## config.mk

```make
export PLATFORM = sky130hd
export DESIGN_NAME = isp_expo_stream
export DESIGN_NICKNAME = d
export VERILOG_FILES = /design/src/rtl/isp_pkg.sv /design/src/rtl/isp_expo_stream_scale.sv /design/src/rtl/isp_expo_stream.sv
export SDC_FILE = /design/constraint.sdc
export NUM_CORES = 1
export LEC_CHECK = 0
export BUFFER_PORTS_ARGS = -buffer_cell sky130_fd_sc_hd__buf_2
export CORE_MARGIN = 2
export CORE_UTILIZATION = 30
export CTS_CLUSTER_DIAMETER = 80
export DETAILED_ROUTE_END_ITERATION = 12
export PLACE_DENSITY = 0.53
export SLEW_MARGIN = 20
export SYNTH_ARGS = -nofsm -noshare
export SYNTH_HDL_FRONTEND = slang
export SYNTH_HIERARCHICAL = 1
export SYNTH_SLANG_ARGS = --single-unit
```

## constraint.sdc

```tcl
create_clock -name clk -period 8.35 [get_ports clk]
set_input_delay 1.67 -clock clk [delete_from_list [all_inputs] [get_ports clk]]
set_output_delay 1.67 -clock clk [all_outputs]
set_load 0.02 [all_outputs]
```

## src/rtl/isp_pkg.sv

```systemverilog
// Shared types and constants for the streaming auto-exposure engine.
// The optional saturation counter is controlled by the macro ISP_EXPO_SATCNT_EN.
package isp_pkg;

    // Pixel ratio applied to every lane of a beat.
    typedef enum logic [1:0] {
        RATIO_Q = 2'd0,   // >>2
        RATIO_H = 2'd1,   // >>1
        RATIO_1 = 2'd2,   // x1
        RATIO_2 = 2'd3    // x2, saturating at 255
    } ratio_mode_e;

    // Engine FSM states. These are plain constants so older tooling can use them.
    localparam logic [1:0] IDLE  = 2'd0;
    localparam logic [1:0] RUN   = 2'd1;
    localparam logic [1:0] DRAIN = 2'd2;
    localparam logic [1:0] DONE  = 2'd3;

    // Gray weights are right shifts of the scaled pixel, one for each plane.
    localparam int GRAY_SH_R = 2;
    localparam int GRAY_SH_G = 1;
    localparam int GRAY_SH_B = 2;

    // Ceiling log2 for use in parameter expressions.
    function automatic int clog2(input int value);
        int r;
        r = 0;
        for (int i = 0; i < 32; i++) begin
            if ((1 << r) < value) r = r + 1;
        end
        return r;
    endfunction

endpackage

```

## src/rtl/isp_expo_stream_scale.sv

```systemverilog
// Combinational scaler for one beat: applies the ratio to each lane and
// sums the lanes' gray contributions for the current plane.
// With ISP_EXPO_SATCNT_EN defined it also counts the lanes that were clipped.
module isp_pix_scale
    import isp_pkg::*;
#(
    parameter int BEAT_PIX = 16,
    parameter int CH_W     = 2,
    parameter int GSUM_W   = 8 + clog2(BEAT_PIX)
) (
    input  ratio_mode_e               ratio_mode,
    input  logic [CH_W-1:0]           ch,
    input  logic [BEAT_PIX*8-1:0]     pix_in,
    output logic [BEAT_PIX*8-1:0]     pix_out,
    output logic [GSUM_W-1:0]         gray_sum
`ifdef ISP_EXPO_SATCNT_EN
    ,
    output logic [clog2(BEAT_PIX):0]  sat_lanes
`endif
);

    localparam logic [CH_W-1:0] CH_R = CH_W'(0);
    localparam logic [CH_W-1:0] CH_G = CH_W'(1);

    logic [BEAT_PIX-1:0]      clip;
    logic [BEAT_PIX-1:0][7:0] wgt;

    for (genvar l = 0; l < BEAT_PIX; l++) begin : g_lane
        logic [8:0] prod;
        logic [7:0] scaled;

        // Scale one lane; the x2 product keeps its carry so it can be clipped.
        always_comb begin
            case (ratio_mode)
                RATIO_Q: prod = {3'b000, pix_in[8*l+2 +: 6]};
                RATIO_H: prod = {2'b00,  pix_in[8*l+1 +: 7]};
                RATIO_1: prod = {1'b0,   pix_in[8*l   +: 8]};
                default: prod = {pix_in[8*l +: 8], 1'b0};
            endcase
        end

        assign clip[l]            = prod[8];
        assign scaled             = prod[8] ? 8'hFF : prod[7:0];
        assign pix_out[8*l +: 8]  = scaled;
        assign wgt[l]             = (ch == CH_G) ? (scaled >> GRAY_SH_G) :
                                    (ch == CH_R) ? (scaled >> GRAY_SH_R) :
                                                   (scaled >> GRAY_SH_B);
    end

    // Adder tree over the weighted lanes of this beat.
    always_comb begin
        gray_sum = '0;
        for (int l = 0; l < BEAT_PIX; l++) begin
            gray_sum = gray_sum + GSUM_W'(wgt[l]);
        end
    end

`ifdef ISP_EXPO_SATCNT_EN
    // Count the lanes that saturated in this beat.
    always_comb begin
        sat_lanes = '0;
        for (int l = 0; l < BEAT_PIX; l++) begin
            sat_lanes = sat_lanes + (clog2(BEAT_PIX) + 1)'(clip[l]);
        end
    end
`endif

endmodule

```

## src/rtl/isp_expo_stream.sv

```systemverilog
// Streaming auto-exposure engine. It scales one picture of R, G, B planes,
// returns the scaled beats for write-back, and reports the weighted gray mean.
// When ISP_EXPO_SATCNT_EN is defined the engine adds the sat_cnt output.
//
// Handshake: a beat moves on a stream in any cycle where valid and ready are
// both high at the clock edge. A producer keeps valid and data stable until
// that transfer happens. in_ready depends only on the engine state and on wb_ready.
module isp_expo_stream
    import isp_pkg::*;
#(
    parameter int IMG_DIM  = 32,
    parameter int BEAT_PIX = 16,
    parameter int NUM_CH   = 3
) (
    input  logic                       clk,
    input  logic                       rst_n,
    input  logic                       start,
    input  logic [1:0]                 ratio_mode,
    input  logic                       in_valid,
    output logic                       in_ready,
    input  logic [BEAT_PIX*8-1:0]      in_data,
    output logic                       wb_valid,
    input  logic                       wb_ready,
    output logic [BEAT_PIX*8-1:0]      wb_data,
    output logic                       done,
    output logic [7:0]                 mean,
    output logic                       busy,
`ifdef ISP_EXPO_SATCNT_EN
    output logic [2*clog2(IMG_DIM)+1:0] sat_cnt,
`endif
    output logic [1:0]                 fsm_state
);

    localparam int LOG_DIM      = clog2(IMG_DIM);
    localparam int BEATS_PER_CH = IMG_DIM * IMG_DIM / BEAT_PIX;
    localparam int BEAT_W       = (clog2(BEATS_PER_CH) > 0) ? clog2(BEATS_PER_CH) : 1;
    localparam int CH_W         = (clog2(NUM_CH) > 0) ? clog2(NUM_CH) : 1;
    localparam int SUM_W        = 8 + 2 * LOG_DIM;
    localparam int GSUM_W       = 8 + clog2(BEAT_PIX);

    localparam logic [BEAT_W-1:0] LAST_BEAT = BEAT_W'(BEATS_PER_CH - 1);
    localparam logic [CH_W-1:0]   LAST_CH   = CH_W'(NUM_CH - 1);

    logic [1:0]              state;
    ratio_mode_e             mode;
    logic [BEAT_W-1:0]       beat_cnt;
    logic [CH_W-1:0]         ch_cnt;
    logic [SUM_W-1:0]        acc;
    logic [BEAT_PIX*8-1:0]   scaled;
    logic [GSUM_W-1:0]       gray_sum;
    logic                    accept;
`ifdef ISP_EXPO_SATCNT_EN
    logic [clog2(BEAT_PIX):0] sat_lanes;
`endif

    assign fsm_state = state;
    // There is a single output register, so a new beat can enter whenever that register frees up in the same cycle.
    assign in_ready  = (state == RUN) && (!wb_valid || wb_ready);
    assign accept    = in_valid && in_ready;

    isp_pix_scale #(
        .BEAT_PIX (BEAT_PIX),
        .CH_W     (CH_W),
        .GSUM_W   (GSUM_W)
    ) u_scale (
        .ratio_mode (mode),
        .ch         (ch_cnt),
        .pix_in     (in_data),
        .pix_out    (scaled),
        .gray_sum   (gray_sum)
`ifdef ISP_EXPO_SATCNT_EN
        ,
        .sat_lanes  (sat_lanes)
`endif
    );

    // Picture sequencing, output register, and the gray accumulator.
    always_ff @(posedge clk or negedge rst_n) begin
        if (!rst_n) begin
            state    <= IDLE;
            mode     <= RATIO_Q;
            beat_cnt <= '0;
            ch_cnt   <= '0;
            acc      <= '0;
            wb_valid <= 1'b0;
            wb_data  <= '0;
            done     <= 1'b0;
            mean     <= '0;
            busy     <= 1'b0;
`ifdef ISP_EXPO_SATCNT_EN
            sat_cnt  <= '0;
`endif
        end else begin
            done <= 1'b0;
            case (state)
                IDLE: begin
                    if (start) begin
                        mode     <= ratio_mode_e'(ratio_mode);
                        acc      <= '0;
                        beat_cnt <= '0;
                        ch_cnt   <= '0;
                        busy     <= 1'b1;
                        state    <= RUN;
`ifdef ISP_EXPO_SATCNT_EN
                        sat_cnt  <= '0;
`endif
                    end
                end
                RUN: begin
                    if (accept) begin
                        wb_data  <= scaled;
                        wb_valid <= 1'b1;
                        acc      <= acc + SUM_W'(gray_sum);
`ifdef ISP_EXPO_SATCNT_EN
                        sat_cnt  <= sat_cnt + ($bits(sat_cnt))'(sat_lanes);
`endif
                        if (beat_cnt == LAST_BEAT) begin
                            beat_cnt <= '0;
                            if (ch_cnt == LAST_CH) begin
                                state <= DRAIN;
                            end else begin
                                ch_cnt <= ch_cnt + CH_W'(1);
                            end
                        end else begin
                            beat_cnt <= beat_cnt + BEAT_W'(1);
                        end
                    end else if (wb_ready) begin
                        wb_valid <= 1'b0;
                    end
                end
                DRAIN: begin
                    // The mean becomes valid together with done, one cycle after the last write-back beat.
                    if (wb_valid && wb_ready) begin
                        wb_valid <= 1'b0;
                        mean     <= acc[SUM_W-1 -: 8];
                        done     <= 1'b1;
                        state    <= DONE;
                    end
                end
                DONE: begin
                    busy  <= 1'b0;
                    state <= IDLE;
                end
                default: state <= IDLE;
            endcase
        end
    end

endmodule

```

* Word-level counts from Yosys, hierarchy flattened *
Index checks and enable logic that the tools add are counted.

word-level totals
  flip-flop bits (word level) = 169
  output and inout port bits = 142

cells by class
  add/sub/neg operators = 18
  equality and inequality tests = 15
  mux-type cells = 74
  reductions and logical operators = 18

operator list
  cell                                                   count
  case mux 9 bit (3 select lines)                        16
  adder 12 x 8 -> 12 bit                                 14
  2-to-1 mux 8 bit                                       16
  2-to-1 mux 7 bit                                       16
  2-to-1 mux 18 bit                                      2
  case mux 18 bit (2 select lines)                       1
  adder 18 x 12 -> 18 bit                                1
  2-to-1 mux 2 bit                                       9
  2-to-1 mux 6 bit                                       3
  case mux 6 bit (2 select lines)                        1
  AND reduction 5 bit                                    2
  adder 8 x 8 -> 9 bit                                   1
  equality test 2 bit, second input constant             4
  inequality test 2 bit, second input constant           4
  case mux 2 bit (4 select lines)                        1
  AND reduction 2 bit                                    4
  adder 6 x 1 -> 6 bit, second input constant            1
  equality test 2 x 1 -> 1 bit, second input constant    3
  equality test 6 bit, second input constant             1
  2-to-1 mux 1 bit                                       6
  AND reduction 3 bit                                    2
  nonzero test 2 bit                                     3
  zero test 2 bit                                        2
  inequality test 2 x 1 -> 1 bit, second input constant  2
  other kinds (7)                                        10

* Longest topological paths before layout *
  depth in word-level cells = 22
  mapped depth = 38

* Cells and area by module *
The synthesis kept the hierarchy.

by module, submodules not included
  module           times used  cells each  area each (sq um)  seq. area each (sq um)
  isp_pix_scale    1           1,014       8,409.3            0.0
  isp_expo_stream  1           515         7,149.4            4,229.1

* Worst setup path before layout *
OpenSTA, ideal clock, no wires.

  path kind = input-to-reg
  start point = input port in_data[7]
  end point = register acc[13]
  arrival time = 8.891 ns
  data required time = 8.271 ns
  setup slack = -0.620 ns
  cell stages on the path = 28
  path through = or2_2 mux2_1 mux4_2 ha_1 a21oi_1 o211ai_1 a21oi_1 xor2_1 fa_1 inv_1 fa_1 fa_1 fa_1 fa_1 inv_1 fa_1 inv_1 ha_1 o21ai_0 a21oi_1 a311o_1 nand3_1 ha_1 nand4_1 a211oi_1 o21ai_1 a211oi_1 mux2i_1

on the way
  word-level cells in the longest chain between the ends = 21

ends and longest elaborated chain
  element                               RTL line                     text
  start, declared                       isp_expo_stream.sv:21        input logic [BEAT_PIX*8-1:0] in_data,
  case mux 9 bit (3 select lines)       isp_expo_stream_scale.sv:34  case (ratio_mode)
  2-to-1 mux 8 bit                      isp_expo_stream_scale.sv:43  assign scaled = prod[8] ? 8'hFF : prod[7:0];
  2-to-1 mux 7 bit                      isp_expo_stream_scale.sv:45  assign wgt[l] = (ch == CH_G) ? (scaled >> GRAY_SH_G) :
  adder 8 x 8 -> 9 bit                  isp_expo_stream_scale.sv:54  gray_sum = gray_sum + GSUM_W'(wgt[l]);
  adder 12 x 8 -> 12 bit (14 in a row)  isp_expo_stream_scale.sv:54
  net gray_sum[10]                      isp_expo_stream.sv:50        logic [GSUM_W-1:0] gray_sum;
  adder 18 x 12 -> 18 bit               isp_expo_stream.sv:113       acc <= acc + SUM_W'(gray_sum);
  2-to-1 mux 18 bit                     isp_expo_stream.sv:110       if (accept) begin
  case mux 18 bit (2 select lines)      isp_expo_stream.sv:95        case (state)
  end signal, assigned                  isp_expo_stream.sv:113
  end, declared                         isp_expo_stream.sv:48        logic [SUM_W-1:0] acc;

The timed path passes the listed nets, and every way through them passes these cells. The select of a mux whose other input is x is not followed.
A chain may end at the register's enable or synchronous reset.

* Final worst setup path *
  start point = input port in_data[9]
  end point = register acc[16]

The elaborated chain is that of the path after synthesis.

==> flow_summary_export.csv <==
group,metric,value,unit
yosys,dominantRegCellSynth,"sky130_fd_sc_hd__dfrtp_1",
layout,drive_above_1_share,41.6,%
critical_path,crit_type,"in -> reg",
critical_path,crit_fanout,5,
routing,route.final.wire_length,53700,um
timing,timing.max_slew.rel_slack,29.6,%
cts,clock-root-buffer,"sky130_fd_sc_hd__clkbuf_16",
yosys,postSynthRegisterBits,169,
critical_path,timing.critical_path.to_type,"flip-flop",
min_path,worst_hold_path_type,"reg -> reg",
layout,design.final.nets,2151,
timing,hold_ws,0.490,ns
floorplanning,ioPinCount,277,
yosys,synthDominantAreaCellType,"sky130_fd_sc_hd__dfrtp_1",
layout,syn_to_final_growth,26.0,%
global_route,groute.usage.overall,20.1,%
routing,drt_iter0_drc,995,
yosys,async_reset_ff_share,100,%
routing,drc,0,
yosys,syn-cell-area,15600,um^2
job,drv_cap,0,
placement,dp_hpwl,41200,um
floorplanning,design.core.area,51300,um^2
global_route,number_of_antenna_violations_at_the_first_check_in_global_routing,9,
routing,post_drt_via_cell_ratio,5.13,
yosys,yosys.cell_types.count,71,
routing,via_count,13200,
cts,clkTransAtPathRegs,0.07,ns
routing,detail_route.wl_per_cell,20.8,um
critical_path,timing.critical_path.slowest_cell_delay,0.59,ns
cts,clock_sinks,169,
critical_path,critical_path.most_common_cell,"sky130_fd_sc_hd__fa_1",
timing,worst_slack,-0.210,ns
floorplanning,chipWidth,232,um
yosys,ys_seq_area_share,27.2,%
yosys,synthesis.nets,1798,
layout,layout_common_cells,"sky130_fd_sc_hd__buf_2 (271), sky130_fd_sc_hd__mux2_2 (177), sky130_fd_sc_hd__dfrtp_1 (167), sky130_fd_sc_hd__inv_1 (143), sky130_fd_sc_hd__buf_4 (139)",
yosys,post_synth_edffs,0,
placement,globalplace.congestion,0.899,
critical_path,cp_top_family,"adder cells",
power,peakVddDrop,727,uV
timing,period_needed,8.56,ns
yosys,yosys-top-cells-area,"sky130_fd_sc_hd__dfrtp_1 (27%), sky130_fd_sc_hd__mux2_2 (13%), sky130_fd_sc_hd__fa_1 (12%)",
global_route,first_global_vias,13300,
floorplanning,rows,83,
run_status,violations_in_the_final_reports,"negative setup slack",
cts,ctsHtreeMaxLevel,4,
floorplanning,die_h,232,um
global_route,grt_first_pass_wirelength,81200,um
placement,pre_cts_slack,-0.926,ns
layout,fillerInstances,5099,
yosys,post_synth_top_area_share,27.2,%
critical_path,worstPathArrival,8.99,ns
power,p_leak,9.05,nW
yosys,syn_inst,1529,
timing,max_freq,117,MHz
cts,clock_path_buffers,2,
critical_path,worst_setup_path_start_kind,"input port",
yosys,yosys_warnings,6,
critical_path,critPathSlowestCell,"sky130_fd_sc_hd__fa_1",
timing,fin_crit_sh,103,%
run_status,status,"complete, but fails checks",
yosys,syn_avg_cell_area,10.2,um^2
timing,maxSlewViolCount,0,
routing,first_drt_pass_iteration_count,5,
power,power_density,381,nW/um^2
routing,ant_nets,0,
layout,mostFrequentLayoutCell,"sky130_fd_sc_hd__buf_2",
cts,postCtsHoldBufs,0,
cts,numCtsBuffers,17,
timing,tightestPinTransition,1.06,ns
timing,finalSetupViolations,10,
global_route,global_route.overflow_total,0,
critical_path,timing.critical_path.required,8.78,ns
timing,clock-skew-final,0.0214,ns
cts,insertion_delay,0.52,ns
placement,port_buffers,276,
timing,unrepaired_setup_endpoints_after_global_routing,"true",
floorplanning,floorplan.initialDensity,30.3,%
cts,cts_tree,"built",
floorplanning,floorplan.die_area,53700,um^2
layout,utilization_after_layout,38.2,%
global_route,grt_max_degree,130,
timing,hold_viol_final,0,
critical_path,critical_path.n_buffers_inverters,2,
-- per-stage QoR --
step | setup TNS [ns] | total power, mW | cells | instance area, um^2
detailed placement | -9.52 | 6.01 | 2530 | 18600
CTS | -0.882 | 7.14 | 2572 | 19500
global route | -3.55 | 8.04 | 2577 | 19600
finish | -1.17 | 7.47 | 2579 | 19600
floorplan | -0.754 | 4.22 | 1529 | 15800
global placement | -7.79 | 5.96 | 2530 | 18600
-- logic make-up (layout without fill, tap and decap cells) --
logic type                 count (synthesis)  after routing  synth area share (%)
AOI/OAI and AO/OA                        309            309                  12.9
adders and majority gates                134            134                  15.1
xor gates and xnor gates                  18             18                  1.01
muxes                                    327            327                  27.1
and+or+nand+nor                          331            331                  9.81
other                                      0              4                     0
DFF                                      169            169                  27.2
buffers and inverters                    241            607                  6.90
-- metal layers --
layer | part of all wire [%] | track usage (%) | vias up
met5 | 0.050 | 0 | -
met4 | 2.1 | 6.97 | 4
met1 | 44 | 27.2 | 6632
met2 | 47 | 31.5 | 412
met3 | 6.9 | 4.57 | 57
li1 | - | - | 6133
-- tightest hold or removal path: cells and delay by family (launching register included) --
family           cells  cell delay (ns)
flip-flops           1             0.35
AND/OR/NAND/NOR      1             0.05
AO/OA/AOI/OAI        1             0.06
-- power by group --
group | leakage, nW | internal (mW) | switching, mW
clock network | 0.280 | 0.444 | 0.401
logic | 6.67 | 2.79 | 2.82
registers | 2.11 | 0.939 | 0.0705
total | 9.05 | 4.18 | 3.29
-- worst paths after layout --
path                                           from                      end  slack, ns  cells after the start
worst max-delay path                     in_data[9]      acc[16]$_DFFE_PN0P_      -0.21                     25
worst max register to register  mode[0]$_DFFE_PN0P_      acc[16]$_DFFE_PN0P_       0.22                     23
worst min register to register   acc[4]$_DFFE_PN0P_       acc[4]$_DFFE_PN0P_       0.49                      2
min in group asynchronous                     rst_n  wb_data[78]$_DFFE_PN0P_       1.06                      1
worst min-delay path             acc[4]$_DFFE_PN0P_       acc[4]$_DFFE_PN0P_       0.49                      2
max in group asynchronous                     rst_n      mode[0]$_DFFE_PN0P_       5.93                      2
-- cell type report --
type	instances	area (um^2)	share of cell area (%)
Multi-Input combinational cell	1119	10700	54.7
Sequential cell	169	4240	21.6
Timing Repair Buffer	426	2640	13.4
Tap cell	680	851	4.34
Inverter	149	561	2.86
Clock buffer	17	425	2.17
Clock inverter	15	166	0.849
Antenna cell	4	10.0	0.0511
-- repair_timing --
item / 4_1_cts / 5_1_grt
buffers inserted: 11 / 3
setup endpoints to repair: 10 / 11
cloned: 0 / 0
gates resized for setup: 31 / 26
pin swaps: 38 / 18
-- synthesized netlist by cell type (all sizes together) (4+ instances only) --
master / count
o221a: 6
or3: 11
mux4: 57
ha: 44
mux2i: 84
xnor2: 8
o21a: 14
o22ai: 24
clkbuf: 12
a22o: 10
a21o: 17
o22a: 8
xor2: 10
o21bai: 4
a21oi: 90
a31oi: 4
o21ai: 81
nand2: 101
a211oi: 13
dfrtp: 169
nand4: 6
fa: 90
buf: 80
inv: 149
or2: 8
nand3: 15
nor3: 7
mux2: 186
o211ai: 4
or3b: 12
nand2b: 23
nor2: 122
nor2b: 13
-- state kept, by name, indices dropped and copies added, names as in the netlist --
| signal | cells |
|---|---|
| acc | 18 |
| beat_cnt | 6 |
| busy | 1 |
| ch_cnt | 2 |
| done | 1 |
| fsm_state | 2 |
| mean | 8 |
| mode | 2 |
| wb_data | 128 |
| wb_valid | 1 |
Note: power is estimated with default switching activity, not from simulation.
